<file path="src/rtl/npn_canon_seq.sv">
// Sequential NPN canonicaliser for 4-input functions: one permutation per cycle, 32 (m,o) each.
// Optional macro NPN_CANON_XFORM_EN adds the winning transform outputs (out_perm/out_neg/out_onot).
module npn_canon_seq #(
    parameter int unsigned TT_W = 16
) (
    input  logic            clk,
    input  logic            rst,
    input  logic            in_valid,
    output logic            in_ready,
    input  logic [TT_W-1:0] in_tt,
    output logic            out_valid,
    input  logic            out_ready,
    output logic [TT_W-1:0] out_tt
`ifdef NPN_CANON_XFORM_EN
    ,
    output logic [4:0]      out_perm,
    output logic [3:0]      out_neg,
    output logic            out_onot
`endif
);

    if (TT_W != 16) begin : g_tt_w_check
        $error("npn_canon_seq: TT_W must be 16");
    end

    typedef enum logic [1:0] {StIdle, StRun, StDone} state_e;

    state_e          state_q, state_d;
    logic [4:0]      perm_idx_q;
    logic [TT_W-1:0] f_q;
    logic [TT_W-1:0] best_q;
    logic [TT_W-1:0] s1_tt_q;
    logic            s1_valid_q;
    logic            out_valid_q;
    logic            accept;
    logic [7:0]      perm_map;
    logic [TT_W-1:0] cand;
    logic [TT_W-1:0] cand_min;
`ifdef NPN_CANON_XFORM_EN
    logic [3:0]      cand_neg;
    logic            cand_onot;
    logic [4:0]      s1_perm_q;
    logic [3:0]      s1_neg_q;
    logic            s1_onot_q;
    logic [4:0]      best_perm_q;
    logic [3:0]      best_neg_q;
    logic            best_onot_q;
`endif

    // Packs (p0,p1,p2,p3) with p0 in the low bits.
    function automatic logic [7:0] pk(input logic [1:0] a, input logic [1:0] b,
                                      input logic [1:0] c, input logic [1:0] d);
        return {d, c, b, a};
    endfunction

    // Lexicographic order of (p0,p1,p2,p3).
    function automatic logic [7:0] perm_lut(input logic [4:0] idx);
        logic [7:0] p;
        case (idx)
            5'd0:    p = pk(2'd0, 2'd1, 2'd2, 2'd3);
            5'd1:    p = pk(2'd0, 2'd1, 2'd3, 2'd2);
            5'd2:    p = pk(2'd0, 2'd2, 2'd1, 2'd3);
            5'd3:    p = pk(2'd0, 2'd2, 2'd3, 2'd1);
            5'd4:    p = pk(2'd0, 2'd3, 2'd1, 2'd2);
            5'd5:    p = pk(2'd0, 2'd3, 2'd2, 2'd1);
            5'd6:    p = pk(2'd1, 2'd0, 2'd2, 2'd3);
            5'd7:    p = pk(2'd1, 2'd0, 2'd3, 2'd2);
            5'd8:    p = pk(2'd1, 2'd2, 2'd0, 2'd3);
            5'd9:    p = pk(2'd1, 2'd2, 2'd3, 2'd0);
            5'd10:   p = pk(2'd1, 2'd3, 2'd0, 2'd2);
            5'd11:   p = pk(2'd1, 2'd3, 2'd2, 2'd0);
            5'd12:   p = pk(2'd2, 2'd0, 2'd1, 2'd3);
            5'd13:   p = pk(2'd2, 2'd0, 2'd3, 2'd1);
            5'd14:   p = pk(2'd2, 2'd1, 2'd0, 2'd3);
            5'd15:   p = pk(2'd2, 2'd1, 2'd3, 2'd0);
            5'd16:   p = pk(2'd2, 2'd3, 2'd0, 2'd1);
            5'd17:   p = pk(2'd2, 2'd3, 2'd1, 2'd0);
            5'd18:   p = pk(2'd3, 2'd0, 2'd1, 2'd2);
            5'd19:   p = pk(2'd3, 2'd0, 2'd2, 2'd1);
            5'd20:   p = pk(2'd3, 2'd1, 2'd0, 2'd2);
            5'd21:   p = pk(2'd3, 2'd1, 2'd2, 2'd0);
            5'd22:   p = pk(2'd3, 2'd2, 2'd0, 2'd1);
            5'd23:   p = pk(2'd3, 2'd2, 2'd1, 2'd0);
            default: p = pk(2'd0, 2'd1, 2'd2, 2'd3);
        endcase
        return p;
    endfunction

    // g[i] = o ^ f[j], where input k of g drives bit p[k] of j (after negation by m[k]).
    function automatic logic [15:0] xform(input logic [15:0] f, input logic [7:0] p,
                                          input logic [3:0] m, input logic o);
        logic [15:0] g;
        logic [3:0]  iv;
        logic [3:0]  j;
        logic [1:0]  pos;
        g = '0;
        for (int i = 0; i < 16; i++) begin
            iv = 4'(i);
            j  = '0;
            for (int k = 0; k < 4; k++) begin
                pos    = p[2*k +: 2];
                j[pos] = iv[k] ^ m[k];
            end
            g[i] = o ^ f[j];
        end
        return g;
    endfunction

    assign accept    = in_valid & in_ready;
    assign out_valid = out_valid_q;
    assign out_tt    = best_q;
`ifdef NPN_CANON_XFORM_EN
    assign out_perm  = best_perm_q;
    assign out_neg   = best_neg_q;
    assign out_onot  = best_onot_q;
`endif

    always_comb begin
        state_d  = state_q;
        in_ready = 1'b0;
        unique case (state_q)
            StIdle: begin
                in_ready = 1'b1;
                if (in_valid) state_d = StRun;
            end
            StRun:  if (perm_idx_q == 5'd23) state_d = StDone;
            StDone: if (out_valid_q && out_ready) state_d = StIdle;
            default: state_d = StIdle;
        endcase
    end

    // Minimum over the 32 (m,o) of the current permutation; strict compare keeps the first hit.
    always_comb begin
        perm_map  = perm_lut(perm_idx_q);
        cand      = '0;
        cand_min  = xform(f_q, perm_map, 4'd0, 1'b0);
`ifdef NPN_CANON_XFORM_EN
        cand_neg  = 4'd0;
        cand_onot = 1'b0;
`endif
        for (int m = 0; m < 16; m++) begin
            for (int o = 0; o < 2; o++) begin
                cand = xform(f_q, perm_map, 4'(m), 1'(o));
                if (cand < cand_min) begin
                    cand_min  = cand;
`ifdef NPN_CANON_XFORM_EN
                    cand_neg  = 4'(m);
                    cand_onot = 1'(o);
`endif
                end
            end
        end
    end

    always_ff @(posedge clk or posedge rst) begin
        if (rst) begin
            state_q     <= StIdle;
            perm_idx_q  <= 5'd0;
            f_q         <= '0;
            best_q      <= '0;
            s1_tt_q     <= '0;
            s1_valid_q  <= 1'b0;
            out_valid_q <= 1'b0;
`ifdef NPN_CANON_XFORM_EN
            s1_perm_q   <= 5'd0;
            s1_neg_q    <= 4'd0;
            s1_onot_q   <= 1'b0;
            best_perm_q <= 5'd0;
            best_neg_q  <= 4'd0;
            best_onot_q <= 1'b0;
`endif
        end else begin
            state_q     <= state_d;
            // Rises one cycle into DONE, once the last per-permutation minimum has merged.
            out_valid_q <= (state_q == StDone) && (state_d == StDone);
            s1_valid_q  <= (state_q == StRun);
            if (state_q == StRun) begin
                s1_tt_q    <= cand_min;
                perm_idx_q <= perm_idx_q + 5'd1;
`ifdef NPN_CANON_XFORM_EN
                s1_perm_q  <= perm_idx_q;
                s1_neg_q   <= cand_neg;
                s1_onot_q  <= cand_onot;
`endif
            end
            if (accept) begin
                f_q        <= in_tt;
                best_q     <= '1;
                perm_idx_q <= 5'd0;
            end else if (s1_valid_q && (s1_tt_q < best_q)) begin
                best_q      <= s1_tt_q;
`ifdef NPN_CANON_XFORM_EN
                best_perm_q <= s1_perm_q;
                best_neg_q  <= s1_neg_q;
                best_onot_q <= s1_onot_q;
`endif
            end
        end
    end

endmodule
</file>
<file path="config.mk">
export PLATFORM = sky130hd
export DESIGN_NAME = npn_canon_seq
export DESIGN_NICKNAME = d
export VERILOG_FILES = /design/src/rtl/npn_canon_seq.sv
export SDC_FILE = /design/constraint.sdc
export NUM_CORES = 1
export LEC_CHECK = 0
export BUFFER_PORTS_ARGS = -buffer_cell sky130_fd_sc_hd__buf_4
export CAP_MARGIN = 25
export CORE_UTILIZATION = 50
export CTS_CLUSTER_DIAMETER = 30
export DETAILED_ROUTE_END_ITERATION = 8
export PLACE_DENSITY = 0.77
export SETUP_SLACK_MARGIN = 0.3
export SLEW_MARGIN = 10
export SYNTH_ARGS = -nofsm -noshare
export SYNTH_HDL_FRONTEND = slang
export SYNTH_SLANG_ARGS = --single-unit
</file>
<file path="constraint.sdc">
create_clock -name clk -period 81.5 [get_ports clk]
set_clock_uncertainty 0.2 [all_clocks]
set_input_delay 4.075 -clock clk [delete_from_list [all_inputs] [get_ports clk]]
set_output_delay 4.075 -clock clk [all_outputs]
set_load 0.02 [all_outputs]
</file>
==> impl_metrics.sql <==
INSERT INTO impl_metrics (metric_group, metric, value, unit) VALUES
('clock_network', 'max-clock-path-buffers', '2', ''),
('setup_path', 'timing.critical_path.slowest_stage_cell', 'sky130_fd_sc_hd__or4_1', ''),
('placement', 'detailed_place_hpwl', '54400', 'um'),
('clock_network', 'insertion_delay', '330', 'ps'),
('layout', 'insertedDiodeCount', '0', ''),
('layout', 'layout-drive-gt1-share', '13.7', '%'),
('logic_synthesis', 'synth-edff-count', '0', ''),
('clock_network', 'tritoncts', 'yes', ''),
('clock_network', 'htree_levels', '3', ''),
('die', 'placeableCoreArea', '46500', 'um2'),
('sta', 'max_slew_margin', '21.3', '%'),
('setup_path', 'worstSetupPathType', 'reg -> reg', ''),
('logic_synthesis', 'synth.area.mux_share', '9.80', '%'),
('setup_path', 'critPathMaxStageDelay', '530', 'ps'),
('logic_synthesis', 'yosys.cell_count.top_type', 'sky130_fd_sc_hd__ha_1', ''),
('grt', 'grt_pass1_vias', '23696', ''),
('setup_path', 'kind_of_cell_adding_the_most_delay_to_the_critical_path', 'compound AO/OA/AOI/OAI gates', ''),
('logic_synthesis', 'netlist.area_leader.share', '21.5', '%'),
('sta', 'report.final.hold_viol_count', '0', ''),
('hold_path', 'hold_path.startpoint', 'out_valid$_DFF_PP0_', ''),
('setup_path', 'start_kind', 'flip-flop', ''),
('setup_path', 'critPathCaptureType', 'flip-flop', ''),
('layout', 'finish.net_count', '3614', ''),
('logic_synthesis', 'syn_inst', '3249', ''),
('logic_synthesis', 'synth.ff_latch_count', '57', ''),
('detailed_routing', 'drt_via_density', '6.82', ''),
('sta', 'fmaxAchievable', '13.3', 'MHz'),
('detailed_routing', 'dr.first_iter.drc_count', '2623', ''),
('logic_synthesis', 'synth_top_cells_by_count', '404 x sky130_fd_sc_hd__ha_1, 326 x sky130_fd_sc_hd__a21oi_1, 320 x sky130_fd_sc_hd__nand2_1', ''),
('grt', 'grt.overflow.total', '0', ''),
('die', 'fp-row-count', '79', ''),
('logic_synthesis', 'post_synth_main_area_contributors', 'sky130_fd_sc_hd__ha_1 21%, sky130_fd_sc_hd__a21oi_1 6.9%, sky130_fd_sc_hd__mux2_2 6.2%', ''),
('grt', 'antenna_found_initial', '0', ''),
('setup_path', 'worst_path_most_repeated_cell', 'sky130_fd_sc_hd__a21oi_1', ''),
('job', 'maxCapViolCount', '0', ''),
('grt', 'grt_pass1_wl', '125000', 'um'),
('die', 'floorplan.io_pins', '38', ''),
('grt', 'grt_util_all_layers', '31.6', '%'),
('die', 'die_w', '219', 'um'),
('logic_synthesis', 'synth.distinct_cells', '127', ''),
('logic_synthesis', 'netlist.top_cell.by_area', 'sky130_fd_sc_hd__ha_1', ''),
('hold_path', 'class_of_the_most_critical_hold_timing_path', 'reg -> reg', ''),
('layout', 'layout_filler_cell_count', '4457', ''),
('status', 'status', 'finished, final reports clean', ''),
('logic_synthesis', 'yosys.area_share.adder', '21.7', '%'),
('logic_synthesis', 'synth_nets', '3673', ''),
('detailed_routing', 'wl_per_cell', '20.7', 'um'),
('die', 'chipHeight', '219', 'um'),
('setup_path', 'worst_ep_arrival_time', '75180', 'ps'),
('logic_synthesis', 'area_of_the_mapped_netlist', '23500', 'um2'),
('sta', 'portion_of_the_clock_cycle_consumed_by_the_worst_path_in_the_final_layout', '92.2', '%'),
('setup_path', 'critical_path.max_fanout', '30', ''),
('die', 'initial_utilization', '50.6', '%'),
('logic_synthesis', 'synth_simple_gate_area_share', '20.9', '%'),
('sta', 'finalSetupViolCount', '0', ''),
('setup_path', 'timing.critical_path.buf_inv', '29', ''),
('clock_network', 'tritoncts.num_buffers', '9', ''),
('sta', 'rsz0062_at_grt', 'no', ''),
('die', 'dieArea', '47900', 'um2'),
('layout', 'seq_area', '1430', 'um2'),
('grt', 'grt_start_max_net_pins', '58', ''),
('logic_synthesis', 'ys.warnings.count', '0', ''),
('logic_synthesis', 'yosys.area_share.xor_xnor', '1.07', '%'),
('placement', 'buffer_ports.inserted', '37', ''),
('layout', 'multiInputGateArea', '21300', 'um2'),
('clock_network', 'clock_sinks', '57', ''),
('sta', 'maxSlewViolCount', '0', ''),
('clock_network', 'clock_tree.root_cell', 'sky130_fd_sc_hd__clkbuf_16', ''),
('logic_synthesis', 'synth_async_sr_flop_share', '100', '%'),
('setup_path', 'crit_start', 'perm_idx_q[0]$_DFFE_PP0P_', ''),
('logic_synthesis', 'yosysSeqAreaShare', '6.07', '%');
==> final cells by class <==
type                       count  share of cell area [%]
multi-input combinational   2899                    84.7
clock buffer                  10                   0.951
clock inverter                 5                   0.224
tap                          607                    3.02
sequential                    57                    5.70
inverter                      92                    1.38
timing repair buffer         131                    4.01
==> worst paths after layout <==
path | endpoint | slack [ps] | depth (start not counted)
max reg2reg | s1_tt_q[7]$_DFFE_PP0P_ | 6340 | 409
max | s1_tt_q[7]$_DFFE_PP0P_ | 6340 | 409
min reg2reg | out_valid$_DFF_PP0_ | 270 | 1
min in group asynchronous | state_q[1]$_DFF_PP0_ | 3750 | 3
max in group asynchronous | f_q[0]$_DFFE_PP0P_ | 76820 | 3
min | out_valid$_DFF_PP0_ | 270 | 1
==> per-layer routing <==
layer	global-route usage (%)	routed length (um)
met1	43.0	33700
met2	51.1	34300
met3	3.28	7610
met4	11.8	3190
met5	0	0
==> registers in the layout (all words and copies together), names as in the netlist <==
signal and cells:
f_q 16, out_tt 16, s1_tt_q 16, perm_idx_q 5, state_q 2, out_valid 1
s1_valid_q 1
==> repair_timing <==
action,CTS,global route
buffers inserted,0,25
endpoints found under the setup margin,0,16
hold buffers,0,0
gates resized for setup,0,79
==> layout by cell type (no fill, tap or decap), types with 19 or more instances in the layout <==
| master | n |
|---|---|
| sky130_fd_sc_hd__ha_1 | 404 |
| sky130_fd_sc_hd__a21oi_1 | 320 |
| sky130_fd_sc_hd__nand2_1 | 317 |
| sky130_fd_sc_hd__nor2_1 | 282 |
| sky130_fd_sc_hd__o21ai_0 | 275 |
| sky130_fd_sc_hd__mux2_2 | 129 |
| sky130_fd_sc_hd__buf_4 | 125 |
| sky130_fd_sc_hd__a21o_1 | 99 |
| sky130_fd_sc_hd__inv_1 | 78 |
| sky130_fd_sc_hd__nand4_1 | 76 |
| sky130_fd_sc_hd__nand2b_1 | 67 |
| sky130_fd_sc_hd__nor2b_1 | 62 |
| sky130_fd_sc_hd__o211ai_1 | 55 |
| sky130_fd_sc_hd__mux2i_1 | 55 |
| sky130_fd_sc_hd__dfrtp_1 | 52 |
| sky130_fd_sc_hd__a211oi_1 | 48 |
| sky130_fd_sc_hd__nand3_1 | 48 |
| sky130_fd_sc_hd__nor3_1 | 40 |
| sky130_fd_sc_hd__a31oi_1 | 36 |
| sky130_fd_sc_hd__o21ai_1 | 33 |
| sky130_fd_sc_hd__xnor2_1 | 25 |
| sky130_fd_sc_hd__o21a_1 | 21 |
| sky130_fd_sc_hd__or3_1 | 20 |
| sky130_fd_sc_hd__o31ai_1 | 20 |
| sky130_fd_sc_hd__and3_1 | 20 |
| sky130_fd_sc_hd__o221ai_1 | 19 |
==> kinds of logic after synthesis <==
kind of cell,Yosys count
buf+inv,297
xor+xnor,27
compound gates,1228
fa+ha+maj,409
mux,204
flops,57
other cells,1
simple gates,1026
==> metrics by stage <==
| stage | setup slack (ps) | cells | instance area, um2 | util, % | hold slack (ps) |
|---|---|---|---|---|---|
| 6_report | 6340 | 3801 | 25100 | 54.1 | 268 |
| 3_3_place_gp | 2460 | 3753 | 24300 | 52.2 | 266 |
| 5_1_grt | 83.4 | 3801 | 25100 | 54.1 | 292 |
| 4_1_cts | 1010 | 3769 | 24600 | 52.9 | 276 |
| 2_1_floorplan | 6590 | 3249 | 23500 | - | 242 |
| 3_5_place_dp | 1170 | 3754 | 24300 | 52.2 | 266 |
Power is left out: the tool's default activity adds up to more than one toggle a clock period on the data nets, which glitch-free logic cannot reach.
